## config.mk

```make
export PLATFORM = sky130hd
export DESIGN_NAME = mem_arbiter
export DESIGN_NICKNAME = d
export VERILOG_FILES = /design/src/rtl/mem_arbiter.sv
export SDC_FILE = /design/constraint.sdc
export NUM_CORES = 1
export LEC_CHECK = 0
export ABC_AREA = 1
export CORE_ASPECT_RATIO = 2
export CORE_MARGIN = 2
export CORE_UTILIZATION = 36
export DETAILED_ROUTE_END_ITERATION = 10
export GPL_TIMING_DRIVEN = 0
export HOLD_SLACK_MARGIN = 0.05
export PLACE_DENSITY = 0.86
export REMOVE_ABC_BUFFERS = 1
export SYNTH_ARGS = -nofsm -noshare
export SYNTH_HDL_FRONTEND = slang
export SYNTH_SLANG_ARGS = --single-unit
```

## constraint.sdc

```tcl
create_clock -name clk -period 2.2 [get_ports clk]
set_input_delay 0.44 -clock clk [delete_from_list [all_inputs] [get_ports clk]]
set_output_delay 0.44 -clock clk [all_outputs]
set_load 0.01 [all_outputs]
```

## src/rtl/mem_arbiter.sv

```systemverilog
// Three-way arbiter in front of a single-port memory: picks one requester per
// round (round-robin or fixed priority, with a loader lock) and runs a 3-cycle access.
module mem_arbiter #(
  parameter int ADDR_W     = 10,
  parameter int DATA_W     = 16,
  parameter bit FIXED_PRIO = 1'b0
) (
  input  logic                clk,
  input  logic                rst_n,
  input  logic [2:0]          req,
  input  logic [2:0]          we,
  input  logic [3*ADDR_W-1:0] addr_in,
  input  logic [3*DATA_W-1:0] wdata_in,
  input  logic                lock,
  output logic [2:0]          ack,
  output logic [DATA_W-1:0]   rdata,
  output logic                busy,
  output logic [ADDR_W-1:0]   mem_addr,
  output logic                mem_w_en,
  output logic [DATA_W-1:0]   mem_d_in,
  input  logic [DATA_W-1:0]   mem_d_out
);

  typedef enum logic [1:0] {
    S_IDLE,
    S_ACCESS,
    S_ACK
  } state_t;

  state_t              state, state_nxt;
  logic [1:0]          last_gnt;
  logic [1:0]          winner;
  logic                win_valid;
  logic [ADDR_W-1:0]   gnt_addr, sel_addr;
  logic [DATA_W-1:0]   gnt_wdata, sel_wdata;
  logic                gnt_we, sel_we;

  // Winner selection. The loader keeps the memory while it holds lock, but only
  // once it has already won a round on its own.
  always_comb begin
    // NOTE: every output of a combinational block gets a default first so no
    // path through the if/case leaves it unassigned and infers a latch.
    winner    = last_gnt;
    win_valid = |req;
    if (lock && last_gnt == 2'd2 && req[2]) begin
      winner = 2'd2;
    end else if (FIXED_PRIO) begin
      if (req[0])      winner = 2'd0;
      else if (req[1]) winner = 2'd1;
      else if (req[2]) winner = 2'd2;
    end else begin
      case (last_gnt)
        2'd0:    winner = req[1] ? 2'd1 : (req[2] ? 2'd2 : 2'd0);
        2'd1:    winner = req[2] ? 2'd2 : (req[0] ? 2'd0 : 2'd1);
        default: winner = req[0] ? 2'd0 : (req[1] ? 2'd1 : 2'd2);
      endcase
    end
  end

  always_comb begin
    sel_addr  = '0;
    sel_wdata = '0;
    sel_we    = 1'b0;
    for (int i = 0; i < 3; i++) begin
      if (winner == i[1:0]) begin
        sel_addr  = addr_in[i*ADDR_W +: ADDR_W];
        sel_wdata = wdata_in[i*DATA_W +: DATA_W];
        sel_we    = we[i];
      end
    end
  end

  always_comb begin
    state_nxt = state;
    case (state)
      S_IDLE:   if (win_valid) state_nxt = S_ACCESS;
      S_ACCESS: state_nxt = S_ACK;
      S_ACK:    state_nxt = S_IDLE;
      default:  state_nxt = S_IDLE;
    endcase
  end

  // NOTE: sequential state uses non-blocking assignments so every register
  // samples the pre-edge values, independent of statement order.
  always_ff @(posedge clk or negedge rst_n) begin
    if (!rst_n) begin
      state     <= S_IDLE;
      last_gnt  <= 2'd2;
      gnt_addr  <= '0;
      gnt_wdata <= '0;
      gnt_we    <= 1'b0;
      ack       <= '0;
      rdata     <= '0;
    end else begin
      state <= state_nxt;
      ack   <= '0;
      if (state == S_IDLE && win_valid) begin
        last_gnt  <= winner;
        gnt_addr  <= sel_addr;
        gnt_wdata <= sel_wdata;
        gnt_we    <= sel_we;
      end
      if (state == S_ACCESS) begin
        rdata <= mem_d_out;
        ack   <= 3'b001 << last_gnt;
      end
    end
  end

  // Write enable is decoded from state, so an async reset drops it at once.
  assign mem_w_en = (state == S_ACCESS) && gnt_we;
  assign busy     = (state != S_IDLE);
  assign mem_addr = gnt_addr;
  assign mem_d_in = gnt_wdata;

endmodule
```

==> metrics.txt, run 1 <==
# TYPE chip_impl_metric gauge
chip_impl_info{name="status",value="completed"} 1
chip_impl_metric{name="post_cts_hold_buffers",unit=""} 0
chip_impl_metric{name="flow.area_growth_from_synthesis",unit="%"} 61.0
chip_impl_metric{name="hpwlAfterDp",unit="mm"} 6.57
chip_impl_metric{name="critPathMaxFanout",unit=""} 15
chip_impl_metric{name="grt_usage",unit=""} 0.228
chip_impl_metric{name="worst-endpoint-arrival",unit="ps"} 2300
chip_impl_metric{name="drc_violation_count_after_routing",unit=""} 0
chip_impl_metric{name="maxCapViolations",unit=""} 0
chip_impl_metric{name="antenna_violations_before_repair",unit=""} 0
chip_impl_metric{name="achievable-frequency",unit="GHz"} 0.475
chip_impl_metric{name="num_antenna_cells",unit=""} 0
chip_impl_info{name="min_path_type",value="in -> async"} 1
chip_impl_metric{name="leakagePower",unit="nW"} 2.23
chip_impl_metric{name="critical_path.max_stage_delay",unit="ps"} 580
chip_impl_metric{name="timing.slew.headroom",unit=""} 0.359
chip_impl_info{name="unrepaired_setup_endpoints_after_global_routing",value="no"} 1
chip_impl_metric{name="initial_core_utilization",unit=""} 0.372
chip_impl_metric{name="yosysUniqueCellTypes",unit=""} 27
chip_impl_metric{name="globalRouteOverflowTotal",unit=""} 0
chip_impl_metric{name="clock-sinks",unit=""} 50
chip_impl_metric{name="synth_seq_cells",unit=""} 50
chip_impl_metric{name="syn-instance-count",unit=""} 346
chip_impl_metric{name="critical_path.n_buffers_inverters",unit=""} 2
chip_impl_info{name="cts_tree",value="built"} 1
chip_impl_metric{name="clkLatencyLatePin",unit="ps"} 300
chip_impl_metric{name="tritoncts.num_buffers",unit=""} 5
chip_impl_metric{name="dieArea",unit="um^2"} 8980
chip_impl_metric{name="placed_cells_incl_taps",unit=""} 571
chip_impl_metric{name="detail_route.iter0.violations",unit=""} 135
chip_impl_metric{name="core_area",unit="um^2"} 7940
chip_impl_info{name="crit_path_start_kind",value="primary input"} 1
chip_impl_metric{name="min_period_over_period",unit=""} 0.958
chip_impl_metric{name="cp_data_required_time",unit="ps"} 2400
chip_impl_metric{name="grt_pass1_vias",unit=""} 3078
chip_impl_metric{name="timing.clock.skew",unit="ps"} 3.10
chip_impl_info{name="worst_path_dominant_cell_family",value="simple AND/OR/NAND/NOR gates"} 1
chip_impl_metric{name="std_cell_rows",unit=""} 46
chip_impl_metric{name="grt_start_max_net_pins",unit=""} 31
chip_impl_metric{name="floorplan.die.height",unit="um"} 132
chip_impl_metric{name="die_width",unit="um"} 68.0
chip_impl_info{name="critical_path_cell_sequence",value="clkdlybuf4s50_1 -> nor2_2 -> nand2_2 -> nand3_4 -> nand2_8 -> nand3_1 -> nand3_1 -> nand2_1 -> inv_1"} 1
chip_impl_info{name="cts_root_buffer",value="sky130_fd_sc_hd__clkbuf_16"} 1
chip_impl_metric{name="yosysSeqAreaShare",unit=""} 0.424
chip_impl_metric{name="clkTransAtPathRegs",unit="ps"} 70
chip_impl_metric{name="finalWirelength",unit="mm"} 10.9
chip_impl_metric{name="setup_violations",unit=""} 0
chip_impl_metric{name="cp.depth",unit=""} 9
chip_impl_metric{name="vias",unit=""} 3063
chip_impl_metric{name="tns",unit="ps"} 0
chip_impl_metric{name="synthesis.area_per_instance",unit="um^2"} 8.53
chip_impl_metric{name="setup_slack",unit="ps"} 93.4
chip_impl_metric{name="floorplan.io_pins",unit=""} 150
chip_impl_metric{name="power_density",unit="nW/um^2"} 1280
chip_impl_metric{name="layoutNonFillerInstCount",unit=""} 599
chip_impl_metric{name="first_pass_grt_wire_length",unit="mm"} 15.2
chip_impl_metric{name="syn-cell-area",unit="um^2"} 2950
chip_impl_metric{name="post_drt_wl_per_cell",unit="um"} 18.2
chip_impl_metric{name="nNetsFinal",unit=""} 605
chip_impl_metric{name="synth_top_area_share",unit=""} 0.415
chip_impl_info{name="worst_path_most_repeated_cell",value="sky130_fd_sc_hd__nand3_1"} 1
chip_impl_metric{name="max_slew.worst_pin.slew",unit="ps"} 962
chip_impl_metric{name="hold_fails_final_rpt",unit=""} 0
chip_impl_metric{name="finalPower",unit="mW"} 6.06
chip_impl_metric{name="final_period_minus_worst_setup_slack",unit="ps"} 2110
chip_impl_info{name="synthTopCellsByArea",value="sky130_fd_sc_hd__dfrtp_1, sky130_fd_sc_hd__nand2_1, sky130_fd_sc_hd__nand3_2"} 1
chip_impl_info{name="cp-end-kind",value="flip-flop"} 1
chip_impl_metric{name="maximum_resistive_drop_on_vdd",unit="uV"} 687
chip_impl_metric{name="clock_h_tree_levels",unit=""} 2
chip_impl_metric{name="gp_routability_congestion",unit=""} 0.799
chip_impl_info{name="synth_top_area_cell",value="sky130_fd_sc_hd__dfrtp_1"} 1
chip_impl_metric{name="filler_cell_count_in_the_final_layout",unit=""} 700
chip_impl_metric{name="timing.final.max_slew_violations",unit=""} 0
chip_impl_metric{name="drt_first_pass_iters",unit=""} 5
chip_impl_metric{name="number_of_i_o_port_buffers",unit=""} 149
chip_impl_metric{name="synthesis.yosys.warnings",unit=""} 0
chip_impl_info{name="cell_at_the_slowest_stage_of_the_critical_path",value="sky130_fd_sc_hd__clkdlybuf4s50_1"} 1
chip_impl_metric{name="detail-route-antenna-nets",unit=""} 0
chip_impl_metric{name="post_drt_via_cell_ratio",unit=""} 5.11
chip_impl_info{name="criticalPathCategory",value="in -> reg"} 1
chip_impl_metric{name="cts_max_path_buffers",unit=""} 2
chip_impl_metric{name="dpl_worst_slack",unit="ps"} -1680
chip_impl_metric{name="layout-drive-gt1-share",unit=""} 0.199
chip_impl_metric{name="ff2ff_path_depth",unit=""} 7
## per-stage QoR
| step | hold slack [ps] | cell area, um^2 | util |
|---|---|---|---|
| 2_1_floorplan | 144 | 2740 | - |
| 3_3_place_gp | 455 | 4350 | 0.548 |
| 3_5_place_dp | 456 | 4360 | 0.549 |
| 4_1_cts | 140 | 4660 | 0.586 |
| 5_1_grt | 166 | 4750 | 0.598 |
| 6_report | 122 | 4750 | 0.598 |
## area by class of cell
class	count	area (um^2)	area share
inverter	17	73.8	0.0155
clock inverter	3	28.8	0.00606
tap	96	120	0.0253
timing repair inverter	2	12.5	0.00263
timing repair buffer	162	1620	0.341
sequential	50	1250	0.264
clock buffer	5	125	0.0263
multi-input combinational	264	1520	0.319
## cells in the mapped netlist, drive strengths merged
master,number
dlymetal6s2s,1
nand3,86
nand4,1
or2,6
buf,17
dfstp,1
o21ai,2
nand2,147
nor3,2
a21oi,7
clkbuf,3
dfrtp,49
inv,17
nor2,7
## state kept, by name (all words and copies together), names as in the netlist
signal / cells
last_gnt: 2
mem_addr: 10
gnt_we: 1
rdata: 16
mem_d_in: 16
state: 2
ack: 3
## repair_timing
| action | in CTS | in global routing |
|---|---|---|
| endpoints found under the setup margin | 49 | 27 |
| buffers inserted | 9 | 3 |
| resized for setup | 7 | 2 |
| pin swaps | 5 | 3 |
| cloned | 4 | 4 |
## report_power, final
group          internal (mW)  switching [mW]  total (mW)
clock network          0.436           0.381       0.817
registers               1.37           0.250        1.62
logic                   1.61            2.01        3.62
total                   3.42            2.64        6.06
## cell families (layout without fill, tap and decap cells)
family                 after synthesis  after routing  share of synthesized area
flip-flops                          50             50                      0.424
buffers and inverters               38            189                     0.0941
AND/OR/NAND/NOR                    249            254                      0.465
AO/OA/AOI/OAI                        9             10                     0.0165
## layer usage
layer	vias to the layer above	global-route usage	part of all wire
li1	1430	-	-
met4	0	0.119	0.049
met5	-	0	0
met3	39	0.0316	0.057
met1	1446	0.221	0.34
met2	148	0.431	0.56
## placed cells by master (no fill, tap or decap)
cell type                         instances
sky130_fd_sc_hd__a21oi_1                  6
sky130_fd_sc_hd__a21oi_2                  1
sky130_fd_sc_hd__a21oi_4                  1
sky130_fd_sc_hd__buf_12                   3
sky130_fd_sc_hd__buf_2                    1
sky130_fd_sc_hd__buf_4                   10
sky130_fd_sc_hd__clkbuf_16                5
sky130_fd_sc_hd__clkdlybuf4s50_1        148
sky130_fd_sc_hd__clkinv_4                 1
sky130_fd_sc_hd__clkinvlp_2               1
sky130_fd_sc_hd__clkinvlp_4               3
sky130_fd_sc_hd__dfrtp_1                 49
sky130_fd_sc_hd__dfstp_2                  1
sky130_fd_sc_hd__inv_1                   10
sky130_fd_sc_hd__inv_2                    4
sky130_fd_sc_hd__inv_4                    1
sky130_fd_sc_hd__inv_6                    1
sky130_fd_sc_hd__inv_8                    1
sky130_fd_sc_hd__nand2_1                142
sky130_fd_sc_hd__nand2_2                  2
sky130_fd_sc_hd__nand2_4                  2
sky130_fd_sc_hd__nand2_8                  2
sky130_fd_sc_hd__nand3_1                 42
sky130_fd_sc_hd__nand3_2                 43
sky130_fd_sc_hd__nand3_4                  3
sky130_fd_sc_hd__nand4_2                  1
sky130_fd_sc_hd__nand4_4                  1
sky130_fd_sc_hd__nor2_1                   2
sky130_fd_sc_hd__nor2_2                   3
sky130_fd_sc_hd__nor2_4                   2
sky130_fd_sc_hd__nor2_8                   1
sky130_fd_sc_hd__nor3_1                   2
sky130_fd_sc_hd__o21ai_0                  2
sky130_fd_sc_hd__or2_2                    6
## worst register-to-register path: stages (launching register included)
cell                      delay (ps)
sky130_fd_sc_hd__dfstp_2         700
sky130_fd_sc_hd__nand3_1         250
sky130_fd_sc_hd__nand3_4         350
sky130_fd_sc_hd__nand2_8         200
sky130_fd_sc_hd__nand3_1         120
sky130_fd_sc_hd__nand3_1         100
sky130_fd_sc_hd__nand2_1          80
sky130_fd_sc_hd__inv_1            40
## worst paths after layout
check | startpoint | endpoint | slack, ps
setup / recovery | req[2] | mem_d_in[1]$_DFFE_PN0P_ | 90
hold / removal | rst_n | mem_d_in[8]$_DFFE_PN0P_ | 120
setup reg to reg | last_gnt[1]$_DFFE_PN1P_ | mem_d_in[1]$_DFFE_PN0P_ | 270
hold reg to reg | rdata[0]$_DFFE_PN0N_ | rdata[0]$_DFFE_PN0N_ | 470
max in group asynchronous | rst_n | last_gnt[1]$_DFFE_PN1P_ | 1460
min in group clk | rdata[0]$_DFFE_PN0N_ | rdata[0]$_DFFE_PN0N_ | 470
Power figures use the tool's default switching activity.
==> run 2, diff against run 1 <==
- RECOVER_POWER: default -> 50
==> metrics.txt, run 2 (same netlist as run 1, synthesis figures left out) <==
# TYPE chip_impl_metric gauge
chip_impl_info{name="status",value="completed"} 1
chip_impl_metric{name="post_cts_hold_buffers",unit=""} 0
chip_impl_metric{name="first_pass_grt_wire_length",unit="mm"} 15.2
chip_impl_metric{name="post_drt_via_cell_ratio",unit=""} 5.10
chip_impl_metric{name="std_cell_rows",unit=""} 46
chip_impl_metric{name="clkLatencyLatePin",unit="ps"} 300
chip_impl_info{name="mostFrequentLayoutCells",value="sky130_fd_sc_hd__clkdlybuf4s50_1, sky130_fd_sc_hd__nand2_1, sky130_fd_sc_hd__dfrtp_1"} 1
chip_impl_metric{name="gp_routability_congestion",unit=""} 0.799
chip_impl_info{name="cell_at_the_slowest_stage_of_the_critical_path",value="sky130_fd_sc_hd__clkdlybuf4s50_1"} 1
chip_impl_metric{name="post_drt_wl_per_cell",unit="um"} 18.1
chip_impl_metric{name="number_of_i_o_port_buffers",unit=""} 149
chip_impl_metric{name="antenna_violations_before_repair",unit=""} 0
chip_impl_metric{name="nNetsFinal",unit=""} 605
chip_impl_metric{name="hold_fails_final_rpt",unit=""} 0
chip_impl_info{name="crit_path_start_kind",value="primary input"} 1
chip_impl_metric{name="vias",unit=""} 3056
chip_impl_metric{name="num_antenna_cells",unit=""} 0
chip_impl_info{name="final_common_cell",value="sky130_fd_sc_hd__clkdlybuf4s50_1"} 1
chip_impl_metric{name="filler_cell_count_in_the_final_layout",unit=""} 703
chip_impl_metric{name="die_width",unit="um"} 68.0
chip_impl_metric{name="power_density",unit="nW/um^2"} 1280
chip_impl_metric{name="initial_core_utilization",unit=""} 0.372
chip_impl_metric{name="maxCapViolations",unit=""} 0
chip_impl_metric{name="hpwlAfterDp",unit="mm"} 6.57
chip_impl_metric{name="cts_max_path_buffers",unit=""} 2
chip_impl_metric{name="ff2ff_path_depth",unit=""} 7
chip_impl_metric{name="grt_usage",unit=""} 0.228
chip_impl_metric{name="seqCellArea",unit="um^2"} 1250
chip_impl_metric{name="detail_route.iter0.violations",unit=""} 125
chip_impl_metric{name="critical_path.max_stage_delay",unit="ps"} 580
chip_impl_metric{name="finalPower",unit="mW"} 6.03
chip_impl_info{name="worst_path_dominant_cell_family",value="simple AND/OR/NAND/NOR gates"} 1
chip_impl_metric{name="core_area",unit="um^2"} 7940
chip_impl_info{name="unrepaired_setup_endpoints_after_global_routing",value="no"} 1
chip_impl_info{name="cts_root_buffer",value="sky130_fd_sc_hd__clkbuf_16"} 1
chip_impl_metric{name="finalWirelength",unit="mm"} 10.8
chip_impl_metric{name="achievable-frequency",unit="GHz"} 0.476
chip_impl_info{name="criticalPathCategory",value="in -> reg"} 1
chip_impl_metric{name="grt_pass1_vias",unit=""} 3078
chip_impl_metric{name="leakagePower",unit="nW"} 2.23
chip_impl_metric{name="critical_path.n_buffers_inverters",unit=""} 2
chip_impl_metric{name="timing.clock.skew",unit="ps"} 2.88
chip_impl_metric{name="globalRouteOverflowTotal",unit=""} 0
chip_impl_metric{name="cp_data_required_time",unit="ps"} 2400
chip_impl_metric{name="setup_violations",unit=""} 0
chip_impl_metric{name="drt_first_pass_iters",unit=""} 5
chip_impl_metric{name="max_slew.worst_pin.slew",unit="ps"} 1240
chip_impl_metric{name="grt_start_max_net_pins",unit=""} 31
chip_impl_metric{name="clock-sinks",unit=""} 50
chip_impl_info{name="cts_tree",value="built"} 1
chip_impl_metric{name="min_period_over_period",unit=""} 0.954
chip_impl_metric{name="maximum_resistive_drop_on_vdd",unit="uV"} 692
chip_impl_metric{name="floorplan.io_pins",unit=""} 150
chip_impl_info{name="worst_path_most_repeated_cell",value="sky130_fd_sc_hd__nand3_1"} 1
chip_impl_metric{name="flow.area_growth_from_synthesis",unit="%"} 60.2
chip_impl_metric{name="layout-drive-gt1-share",unit=""} 0.195
chip_impl_metric{name="cp.depth",unit=""} 9
chip_impl_metric{name="critPathMaxFanout",unit=""} 15
chip_impl_info{name="critical_path_cell_sequence",value="clkdlybuf4s50_1 -> nor2_2 -> nand2_2 -> nand3_4 -> nand2_8 -> nand3_1 -> nand3_1 -> nand2_1 -> inv_1"} 1
chip_impl_metric{name="final_period_minus_worst_setup_slack",unit="ps"} 2100
chip_impl_metric{name="timing.slew.headroom",unit=""} 0.173
chip_impl_metric{name="drc_violation_count_after_routing",unit=""} 0
chip_impl_metric{name="timing.final.max_slew_violations",unit=""} 0
chip_impl_info{name="cp-end-kind",value="flip-flop"} 1
chip_impl_metric{name="dieArea",unit="um^2"} 8980
chip_impl_info{name="min_path_type",value="in -> async"} 1
chip_impl_metric{name="worst-endpoint-arrival",unit="ps"} 2300
chip_impl_metric{name="hold_worst_slack",unit="ps"} 382
chip_impl_metric{name="tritoncts.num_buffers",unit=""} 5
chip_impl_metric{name="clkTransAtPathRegs",unit="ps"} 70
chip_impl_metric{name="multiInputGateArea",unit="um^2"} 1520
chip_impl_metric{name="detail-route-antenna-nets",unit=""} 0
chip_impl_metric{name="clock_h_tree_levels",unit=""} 2
chip_impl_metric{name="floorplan.die.height",unit="um"} 132
[run 2: through the flow]
stage,std cells,instance area (um^2),setup WS [ps],utilization,TNS (ps)
after global placement,570,4350,-1570,0.548,-75730
after detailed placement,571,4360,-1680,0.549,-43590
after global routing,599,4730,50.6,0.595,0
after CTS,592,4660,-15.7,0.586,-38.9
final,599,4730,101,0.595,0
after floorplan,325,2740,58.6,-,0
[run 2: worst paths after layout]
kind                                          from                      end  slack, ps
setup / recovery                            req[2]  mem_d_in[1]$_DFFE_PN0P_        100
hold / removal                               rst_n  mem_d_in[8]$_DFFE_PN0P_        380
setup reg to reg           last_gnt[1]$_DFFE_PN1P_  mem_d_in[1]$_DFFE_PN0P_        260
hold reg to reg               rdata[0]$_DFFE_PN0N_     rdata[0]$_DFFE_PN0N_        470
max in group asynchronous                    rst_n         ack[2]$_DFF_PN0_        470
min in group clk              rdata[0]$_DFFE_PN0N_     rdata[0]$_DFFE_PN0N_        470
[run 2: cell type report]
class / count / share of cell area
Clock buffer: 5 / 0.0265
Clock inverter: 3 / 0.00609
Inverter: 17 / 0.0151
Multi-Input combinational cell: 264 / 0.321
Sequential cell: 50 / 0.265
Tap cell: 96 / 0.0254
Timing Repair Buffer: 162 / 0.339
Timing Repair inverter: 2 / 0.00265
[run 2: what timing repair did]
| item | CTS | global route |
|---|---|---|
| endpoints found under the setup margin | 49 | 27 |
| buffers inserted | 9 | 3 |
| endpoints found under the hold margin | 0 | 0 |
| pin swaps | 5 | 3 |
| resized for setup | 7 | 2 |
| cloned | 4 | 4 |
[run 2: power breakdown]
part	switching, mW	total [mW]	leakage (nW)	internal, mW
Sequential	0.250	1.62	0.613	1.37
Clock	0.383	0.819	0.0763	0.437
Combinational	2.00	3.59	1.54	1.59
[run 2: metal layers]
metal,vias up,global-route usage,routed length (um)
li1,1431,-,-
met3,41,0.0316,623
met4,0,0.119,559
met2,145,0.431,6070
met1,1439,0.221,3590
met5,-,0,0
